===== src/rtl/abus_xarbiter.sv =====
// abus_xarbiter: multi-master / multi-slave abus arbiter. A registered grant FSM locks one
// master onto one decoded slave window for a whole transaction, returns per-master ack/error,
// and aborts transactions that hang longer than TIMEOUT busy cycles.
module abus_xarbiter #(
    parameter int unsigned                    NB_MASTER  = 2,
    parameter int unsigned                    NB_SLAVE   = 2,
    parameter int unsigned                    ADDR_WIDTH = 16,
    parameter int unsigned                    DATA_WIDTH = 16,
    parameter int unsigned                    SCHEDULER  = 0,
    parameter logic [NB_SLAVE*ADDR_WIDTH-1:0] SLAVE_BASE = '0,
    parameter logic [NB_SLAVE*ADDR_WIDTH-1:0] SLAVE_MASK = '0,
    parameter int unsigned                    TIMEOUT    = 16,
    localparam int unsigned                   SW         = $clog2(DATA_WIDTH + 1)
) (
    input  logic                            abus_clk,
    input  logic                            abus_rstb,
    input  logic [3*NB_MASTER-1:0]          abus_mid,
    input  logic [NB_MASTER-1:0]            abus_mreq,
    input  logic [NB_MASTER-1:0]            abus_mwrite,
    input  logic [NB_MASTER-1:0]            abus_mread,
    input  logic [NB_MASTER*SW-1:0]         abus_mstrb,
    input  logic [NB_MASTER*SW-1:0]         abus_mkeep,
    input  logic [NB_MASTER*DATA_WIDTH-1:0] abus_mwdata,
    input  logic [NB_MASTER*ADDR_WIDTH-1:0] abus_maddress,
    output logic [NB_MASTER-1:0]            abus_mgrant,
    output logic [NB_MASTER-1:0]            abus_mack,
    output logic [NB_MASTER-1:0]            abus_merr,
    output logic [DATA_WIDTH-1:0]           abus_mrdata,
    input  logic [NB_SLAVE-1:0]             abus_sack,
    input  logic [NB_SLAVE*DATA_WIDTH-1:0]  abus_srdata,
    output logic [NB_SLAVE-1:0]             abus_ssel,
    output logic                            abus_sreq,
    output logic                            abus_swrite,
    output logic                            abus_sread,
    output logic                            abus_sabort,
    output logic [2:0]                      abus_smid,
    output logic [SW-1:0]                   abus_sstrb,
    output logic [SW-1:0]                   abus_skeep,
    output logic [ADDR_WIDTH-1:0]           abus_saddress,
    output logic [DATA_WIDTH-1:0]           abus_swdata
);
    localparam int unsigned MW = $clog2(NB_MASTER);
    localparam int unsigned CW = (TIMEOUT > 0) ? $clog2(TIMEOUT + 1) : 1;

    typedef enum logic [1:0] {StIdle, StBusy, StAbort, StDecerr} state_e;

    state_e                state_q, state_d;
    logic [NB_MASTER-1:0]  grant_q, grant_d;
    logic [NB_SLAVE-1:0]   ssel_q, ssel_d;
    logic [MW-1:0]         gidx_q, gidx_d;
    logic [MW-1:0]         ptr_q, ptr_d;
    logic [CW-1:0]         cnt_q, cnt_d;

    logic [MW-1:0]         pick, pick_hi;
    logic                  hi_found;
    logic [ADDR_WIDTH-1:0] pick_addr;
    logic                  dec_hit;
    logic [NB_SLAVE-1:0]   dec_sel;
    logic                  g_req, s_ack;
    logic [DATA_WIDTH-1:0] s_rdata;

    // Scheduler: lowest requester overall, overridden in RR mode by lowest at/after pointer.
    always_comb begin
        pick     = '0;
        pick_hi  = '0;
        hi_found = 1'b0;
        for (int i = NB_MASTER - 1; i >= 0; i--) begin
            if (abus_mreq[i]) begin
                pick = MW'(i);
                if ((SCHEDULER == 0) && (MW'(i) >= ptr_q)) begin
                    pick_hi  = MW'(i);
                    hi_found = 1'b1;
                end
            end
        end
        if (hi_found) begin
            pick = pick_hi;
        end
    end

    // Address decode of the picked master; descending loop so the lowest matching slave wins.
    always_comb begin
        pick_addr = '0;
        for (int i = 0; i < NB_MASTER; i++) begin
            if (MW'(i) == pick) begin
                pick_addr = abus_maddress[i*ADDR_WIDTH +: ADDR_WIDTH];
            end
        end
        dec_hit = 1'b0;
        dec_sel = '0;
        for (int s = NB_SLAVE - 1; s >= 0; s--) begin
            if ((pick_addr & SLAVE_MASK[s*ADDR_WIDTH +: ADDR_WIDTH]) ==
                SLAVE_BASE[s*ADDR_WIDTH +: ADDR_WIDTH]) begin
                dec_hit = 1'b1;
                dec_sel = NB_SLAVE'(1) << s;
            end
        end
    end

    // Granted-master request/data muxes (AND-OR on the one-hot grant, zero when idle).
    always_comb begin
        g_req         = |(abus_mreq & grant_q);
        abus_swrite   = 1'b0;
        abus_sread    = 1'b0;
        abus_smid     = '0;
        abus_sstrb    = '0;
        abus_skeep    = '0;
        abus_saddress = '0;
        abus_swdata   = '0;
        for (int i = 0; i < NB_MASTER; i++) begin
            if (grant_q[i]) begin
                abus_swrite   = abus_swrite | abus_mwrite[i];
                abus_sread    = abus_sread | abus_mread[i];
                abus_smid     = abus_smid | abus_mid[3*i +: 3];
                abus_sstrb    = abus_sstrb | abus_mstrb[i*SW +: SW];
                abus_skeep    = abus_skeep | abus_mkeep[i*SW +: SW];
                abus_saddress = abus_saddress | abus_maddress[i*ADDR_WIDTH +: ADDR_WIDTH];
                abus_swdata   = abus_swdata | abus_mwdata[i*DATA_WIDTH +: DATA_WIDTH];
            end
        end
    end

    // Selected-slave ack/read-data mux; acks from other slaves are ignored.
    always_comb begin
        s_ack   = |(abus_sack & ssel_q);
        s_rdata = '0;
        for (int s = 0; s < NB_SLAVE; s++) begin
            if (ssel_q[s]) begin
                s_rdata = s_rdata | abus_srdata[s*DATA_WIDTH +: DATA_WIDTH];
            end
        end
    end

    // Next-state logic and strobe outputs.
    always_comb begin
        state_d     = state_q;
        grant_d     = grant_q;
        ssel_d      = ssel_q;
        gidx_d      = gidx_q;
        ptr_d       = ptr_q;
        cnt_d       = cnt_q;
        abus_sreq   = 1'b0;
        abus_sabort = 1'b0;
        abus_mack   = '0;
        abus_merr   = '0;
        abus_mrdata = '0;
        unique case (state_q)
            StIdle: begin
                if (|abus_mreq) begin
                    grant_d = NB_MASTER'(1) << pick;
                    gidx_d  = pick;
                    cnt_d   = '0;
                    ssel_d  = dec_sel;
                    state_d = dec_hit ? StBusy : StDecerr;
                end
            end
            StBusy: begin
                abus_sreq = 1'b1;
                if (!g_req) begin
                    // Master abandoned the transaction: tell the slave, no ack back.
                    abus_sreq   = 1'b0;
                    abus_sabort = 1'b1;
                    state_d     = StIdle;
                end else if (s_ack) begin
                    abus_mack   = grant_q;
                    abus_mrdata = s_rdata;
                    state_d     = StIdle;
                end else begin
                    cnt_d = cnt_q + 1'b1;
                    if ((TIMEOUT != 0) && (cnt_q == CW'(TIMEOUT - 1))) begin
                        state_d = StAbort;
                    end
                end
            end
            StAbort: begin
                abus_sabort = 1'b1;
                abus_mack   = grant_q;
                abus_merr   = grant_q;
                state_d     = StIdle;
            end
            StDecerr: begin
                abus_mack = grant_q;
                abus_merr = grant_q;
                state_d   = StIdle;
            end
            default: state_d = StIdle;
        endcase
        // Every way out of a transaction releases the bus and advances the RR pointer.
        if ((state_q != StIdle) && (state_d == StIdle)) begin
            grant_d = '0;
            ssel_d  = '0;
            cnt_d   = '0;
            ptr_d   = (gidx_q == MW'(NB_MASTER - 1)) ? '0 : gidx_q + 1'b1;
        end
    end

    // State registers.
    always_ff @(posedge abus_clk or negedge abus_rstb) begin
        if (!abus_rstb) begin
            state_q <= StIdle;
            grant_q <= '0;
            ssel_q  <= '0;
            gidx_q  <= '0;
            ptr_q   <= '0;
            cnt_q   <= '0;
        end else begin
            state_q <= state_d;
            grant_q <= grant_d;
            ssel_q  <= ssel_d;
            gidx_q  <= gidx_d;
            ptr_q   <= ptr_d;
            cnt_q   <= cnt_d;
        end
    end

    assign abus_mgrant = grant_q;
    assign abus_ssel   = ssel_q;

endmodule


===== config.mk =====
export PLATFORM = sky130hd
export DESIGN_NAME = abus_xarbiter
export DESIGN_NICKNAME = d
export VERILOG_FILES = /design/src/rtl/abus_xarbiter.sv
export SDC_FILE = /design/constraint.sdc
export NUM_CORES = 1
export LEC_CHECK = 0
export BUFFER_PORTS_ARGS = -buffer_cell sky130_fd_sc_hd__buf_4
export CORE_AREA = 4 4 78 80
export CTS_CLUSTER_SIZE = 30
export DETAILED_ROUTE_END_ITERATION = 12
export DIE_AREA = 0 0 82 84
export PLACE_DENSITY = 0.73
export SYNTH_ARGS = -nofsm -noshare
export SYNTH_HDL_FRONTEND = slang
export SYNTH_SLANG_ARGS = --single-unit
export TNS_END_PERCENT = 30

===== constraint.sdc =====
create_clock -name abus_clk -period 1.94 [get_ports abus_clk]
set_input_delay 0.194 -clock abus_clk [delete_from_list [all_inputs] [get_ports abus_clk]]
set_output_delay 0.194 -clock abus_clk [all_outputs]
set_load 0.05 [all_outputs]

Word-level counts from Yosys, hierarchy flattened
Cells that the tools add are included.
{"block": "word_totals", "regBits": 13, "output_inout_bits": 73, "inputBits": 132, "wordCells": 95}
{"block": "classes", "add_sub_neg": 2, "n_lt_le_gt_ge": 2, "shift": 1, "n_reduce_logical": 14, "n_bitwise": 10, "mux": 53, "eq_ne": 7}
{"operator": "$mux W16", "count": 9}
{"operator": "$or A16 B16 Y16", "count": 3}
{"operator": "$mux W5", "count": 8}
{"operator": "$mux W2", "count": 13}
{"operator": "$mux W1", "count": 17}
{"operator": "$or A5 B5 Y5", "count": 2}
{"operator": "$pmux W5 S2", "count": 1}
{"operator": "$ne A3 B3 Y1 const B", "count": 3}
{"operator": "$reduce_or A2 Y1", "count": 4}
{"operator": "$mux W3", "count": 2}
{"operator": "$pmux W2 S3", "count": 1}
{"operator": "$reduce_bool A2 Y1", "count": 3}
{"operator": "$add A5 B1 Y5 const B", "count": 1}
{"operator": "$eq A5 B4 Y1 const B", "count": 1}
{"operator": "$and A2 B2 Y2", "count": 2}
{"operator": "$eq A2 B2 Y1 const B", "count": 2}
{"operator": "$logic_not A2 Y1", "count": 2}
{"operator": "$pmux W2 S2", "count": 1}
{"operator": "$reduce_and A2 Y1", "count": 2}
{"operator": "$reduce_and A4 Y1", "count": 1}
{"operator": "$or A3 B3 Y3", "count": 1}
{"operator": "$reduce_bool A3 Y1", "count": 1}
{"operator": "$eq A2 B1 Y1 const B", "count": 1}
{"operator": "$ge A1 B1 Y1 const A", "count": 2}
{"operator": "other kinds (5)", "count": 6}

Logic depth before layout (Yosys ltp)
{"block": "logic_depth", "word_depth": 10, "depth_mapped": 7, "depth_no_buf": 7}

Least setup slack after synthesis
Ideal clock, no wire load.
{"block": "synth_path", "path_kind": "register to output", "from": "reg grant_q[1] (netlist: abus_mgrant[1])", "to": "out abus_mrdata[10]", "path_stages_with_launch": 6, "required_ps": 1746, "slack_ps": -260, "path_buffers": 2, "arrival_time_ps": 2006, "cell_sequence": "dfrtp_1 > buf_2 > a22oi_4 > nor2b_2 > buf_2 > and3_1"}
{"block": "synth_via", "elab_chain_len": 4}
{"item": "from (decl)", "line_no": "48", "rtl": "logic [NB_MASTER-1:0] grant_q, grant_d;"}
{"item": "from (signal assigned)", "line_no": "208", "rtl": "grant_q <= grant_d;"}
{"item": "$and A2 B2 Y2", "line_no": "102", "rtl": "g_req = |(abus_mreq & grant_q);"}
{"item": "$reduce_or A2 Y1", "line_no": "102"}
{"item": "$mux W16", "line_no": "159", "rtl": "if (!g_req) begin"}
{"item": "$mux W16", "line_no": "147", "rtl": "unique case (state_q)"}
{"item": "to (decl)", "line_no": "28", "rtl": "output logic [DATA_WIDTH-1:0] abus_mrdata,"}
No other way between the ends.

Worst setup path after layout
{"block": "layout_path", "from": "reg state_q[0]", "to": "out abus_mack[0]"}
{"block": "layout_via", "elab_chain_len": 3}
{"item": "from (decl)", "line_no": "47", "rtl": "state_e state_q, state_d;"}
{"item": "from (signal assigned)", "line_no": "200", "rtl": "state_q <= StIdle;"}
{"item": "from (signal assigned)", "line_no": "207", "rtl": "state_q <= state_d;"}
{"item": "$eq A2 B2 Y1", "line_no": "147"}
{"item": "$reduce_or A2 Y1 (no line)"}
{"item": "$pmux W2 S2 *", "line_no": "147"}
{"item": "to (decl)", "line_no": "26", "rtl": "output logic [NB_MASTER-1:0] abus_mack,"}
Every way passes the cells marked *; elsewhere a longest branch is shown, timed or not.

==> impl_summary.md <==
Timing
Of the available clock period, the critical path in the final layout requires 0.960. The post-route clock skew is roughly 6.4 ps. The final count of hold timing violations is 0. The highest achievable clock rate is 537 MHz. Counting I/O delays and the setup requirement, the final critical path takes approximately 1900 ps. The final-report max-slew violation count is 0. The transition time at the pin with the least slew margin is between 500 and 600 ps.

The setup total negative slack is 0 ps. Across all hold checks on the routed design, the worst slack comes to around 260 ps. Setup violations remaining at the end of the flow were counted as 0. The minimum setup slack in the final design is slightly below 80 ps. The remaining max-slew budget at the tightest pin is 0.656.

Critical path
The signal on the critical path passes through ha_4 > nor2b_2 > and2_1 > o311a_1 > buf_6. The type of element capturing the critical path is an output port. On the critical path the largest part of the delay comes from flip-flops. The critical path in this run is classified as flop to output port. The required arrival time at the worst endpoint is roughly 1800 ps. In this run the worst path has a maximum fanout of 6.

The cell type of the slowest stage on the worst timing path is sky130_fd_sc_hd__dfrtp_2. The maximum single-stage delay on the critical path is approximately 440 ps. Counting both buffers and inverters, the worst setup path holds a total of 1. The launching element type of the critical path is a flop.

Data on the critical path arrives at its endpoint at approximately 1700 ps.

GRT
The number of global-route vias before repair came to between 1500 and 2000. The initial antenna violation count is 0. The total congestion overflow is 0. Entering global routing, the biggest net connects 52 pins. The global-route usage over all layers is 0.173. The first global-routing pass estimated between 9 and 10 mm of wire.

Power and ir drop
The part of the power in combinational logic is 0.858. Of the total power, registers draw 0.085. For this design the static power due to leakage is 1.63 nW. The net switching power figure is 2.87 mW. The switching power share of the total is 0.608. For this design the ratio of total power to cell area is 1610 nW/µm².

The internal power is around 1.8 mW. IR analysis of the VDD net gives a maximum drop of 0.000761 V. The clock group share of total power is 0.057.

Cells and area
The fraction of layout cells with a size suffix above 1 is 0.660. The number of antenna cells inserted is 0. The core occupancy in the finished layout is 0.541.

The total non-filler cell area in the finished layout is 2920 µm². From synthesis to final layout, the design area changed by 119%. The final layout net count is 477.

Logic synthesis
The number of nets produced by synthesis is a little under 300. For this run, the register share of the synthesized area comes to 0.225. The count of synthesis-stage warnings from yosys is 0. Counting flops with a built-in enable in the synthesized netlist gives 0. The netlist uses 35 different library cells. The total of flip-flops plus latches after synthesis is 12.

Synthesis produced a netlist whose cell count is about 150. Counting flops with an async set or reset pin after synthesis yields a share of 1.00. The leading register cell type out of synthesis is sky130_fd_sc_hd__dfrtp_1.

After synthesis the cells add up to 1340 µm². The average cell area after synthesis is 8.73 µm².

Detailed routing
In the routed design, unresolved DRC markers number 0. The overall routed net length is slightly below 7 mm. After detailed routing, the number of vias per cell comes to 4.69. In this run the remaining antenna-violating nets after routing total 0. The wire length per cell is between 15 and 20 µm. Before antenna repair, the detailed router went through 4 iterations. After the first detailed-routing iteration, the DRC count stood at 62. The number of vias after detailed routing is between 1500 and 2000.

Floorplan
The height of the chip is between 80 and 90 µm. The floorplan step defined a die boundary enclosing slightly below 7000 µm². For this design the top-level I/O count stands at 205.

Row generation in the floorplan step produced 27 rows. The effective utilization at floorplan is 0.247. The die is 82 µm wide.

The area of the core is between 5000 and 6000 µm².

CTS
After clock tree synthesis, the clock-pin slew on the worst setup and hold paths is 50 ps. The buffer levels on the longest clock path is 2. In this run the number of H-tree levels came out at 1. The number of sinks handled by clock tree synthesis is 12. TritonCTS built the clock tree.

The clock latency reported for the late side of the worst-skew pair is about 240 ps. The number of buffers created by CTS is 3. The root buffer cell chosen for the clock tree is sky130_fd_sc_hd__clkbuf_8.

Place
Buffers placed on the I/O ports in this run total approximately 190. The standard cell area after detailed placement is approximately 2800 µm². The congestion estimate from routability-driven global placement came to around 0.87. The worst slack at placement is between 10 and 15 ps. The HPWL after detailed placement is 5.51 mm.

Hold path
The path category of the worst min-delay check is input pin to flop.

Outcome
The run finished with clean final reports.

Flow run
The tool flagged a number of max-cap violations equal to 0.
## flip-flops by register name, summed over array words and instances, names as in the netlist
register     cells
abus_mgrant      2
abus_ssel        1
ptr_q            1
cnt_q            5
state_q          2
gidx_q           1
## worst reg2reg max path: stages (launching register included)
cell and delay [ps]:
sky130_fd_sc_hd__dfrtp_1 390, sky130_fd_sc_hd__ha_2 200, sky130_fd_sc_hd__and3_1 180, sky130_fd_sc_hd__ha_2 190, sky130_fd_sc_hd__nor3_2 120, sky130_fd_sc_hd__buf_4 150
sky130_fd_sc_hd__o31ai_4 90, sky130_fd_sc_hd__a31o_1 220, sky130_fd_sc_hd__a22o_1 180
## cell families after synthesis
logic type,after synthesis,share of synthesized area
AOI/OAI and AO/OA,73,0.478
muxes,1,0.00750
adders and majority gates,6,0.0562
buffers and inverters,23,0.0806
other,1,0.00281
DFF,12,0.225
and+or+nand+nor,37,0.150
## through the flow
stage                     std cells  total power, mW
after CTS                       408             4.70
final                           410             4.71
after global placement          403             4.39
after detailed placement        403             4.41
after global routing            410             4.93
after floorplan                 153             3.23
## Yosys cell counts (all sizes together) (2+ instances only)
cell	number	area [µm²]
and3	17	106
ha	6	75.1
and2	3	18.8
nor3	2	10.0
nand2	9	33.8
a22o	49	429
inv	7	26.3
clkbuf	11	41.3
nor2b	2	15.0
nor2	3	11.3
a21oi	4	20.0
buf	5	40.0
a21boi	2	15.0
o21ai	6	30.0
dfrtp	12	300
## power by group through the flow
stage	registers, mW	clock network, mW	logic [mW]
floorplan	0.479	0	2.75
global placement	0.392	0	4.00
detailed placement	0.398	0	4.01
CTS	0.393	0.278	4.03
global route	0.412	0.290	4.23
finish	0.401	0.269	4.04
## worst paths after layout
check | startpoint | slack (ps) | end | depth (start not counted)
max | state_q[0]$_DFF_PN0_ | 80 | abus_mack[0] | 5
min | abus_mreq[1] | 260 | gidx_q$_DFFE_PN0P_ | 3
max reg2reg | cnt_q[1]$_DFFE_PN0P_ | 100 | cnt_q[3]$_DFFE_PN0P_ | 8
min reg2reg | gidx_q$_DFFE_PN0P_ | 470 | ptr_q$_DFFE_PN0N_ | 1
max in group asynchronous | abus_rstb | 1450 | state_q[0]$_DFF_PN0_ | 2
min in group asynchronous | abus_rstb | 320 | ptr_q$_DFFE_PN0N_ | 2
## routing by layer
metal,GRT usage,vias up,wire [µm]
met5,0,-,0
met4,0.0242,0,51
met3,0.0464,6,706
met2,0.303,83,3350
met1,0.212,869,2720
li1,-,966,-
## cell usage in the layout (no fill, tap or decap), types with 3 or more instances in the layout
cell	Yosys	final
sky130_fd_sc_hd__nor2_1	3	3
sky130_fd_sc_hd__o21ai_0	6	6
sky130_fd_sc_hd__ha_1	6	3
sky130_fd_sc_hd__nand2_1	9	9
sky130_fd_sc_hd__and3_1	17	8
sky130_fd_sc_hd__a22o_1	49	49
sky130_fd_sc_hd__dfrtp_1	12	9
sky130_fd_sc_hd__buf_4	1	195
sky130_fd_sc_hd__clkbuf_8	0	4
sky130_fd_sc_hd__a21oi_1	4	4
sky130_fd_sc_hd__and3_2	0	9
sky130_fd_sc_hd__dfrtp_2	0	3
sky130_fd_sc_hd__inv_1	7	6
## cell type report
cell class	instances	area, µm²
Clock buffer	4	55.1
Multi-Input combinational cell	118	963
Tap cell	72	90.1
Inverter	7	26.3
Sequential cell	12	304
Timing Repair Buffer	197	1490
Fill cell	517	2480
## timing repair
item,in CTS,in global routing
buffers inserted,0,2
gates cloned,0,0
gates resized for setup,1,7
setup endpoints to repair,13,20
endpoints found under the hold margin,12,0
pin swaps,0,3
hold buffers,1,0
(Power assumes the default switching activity.)
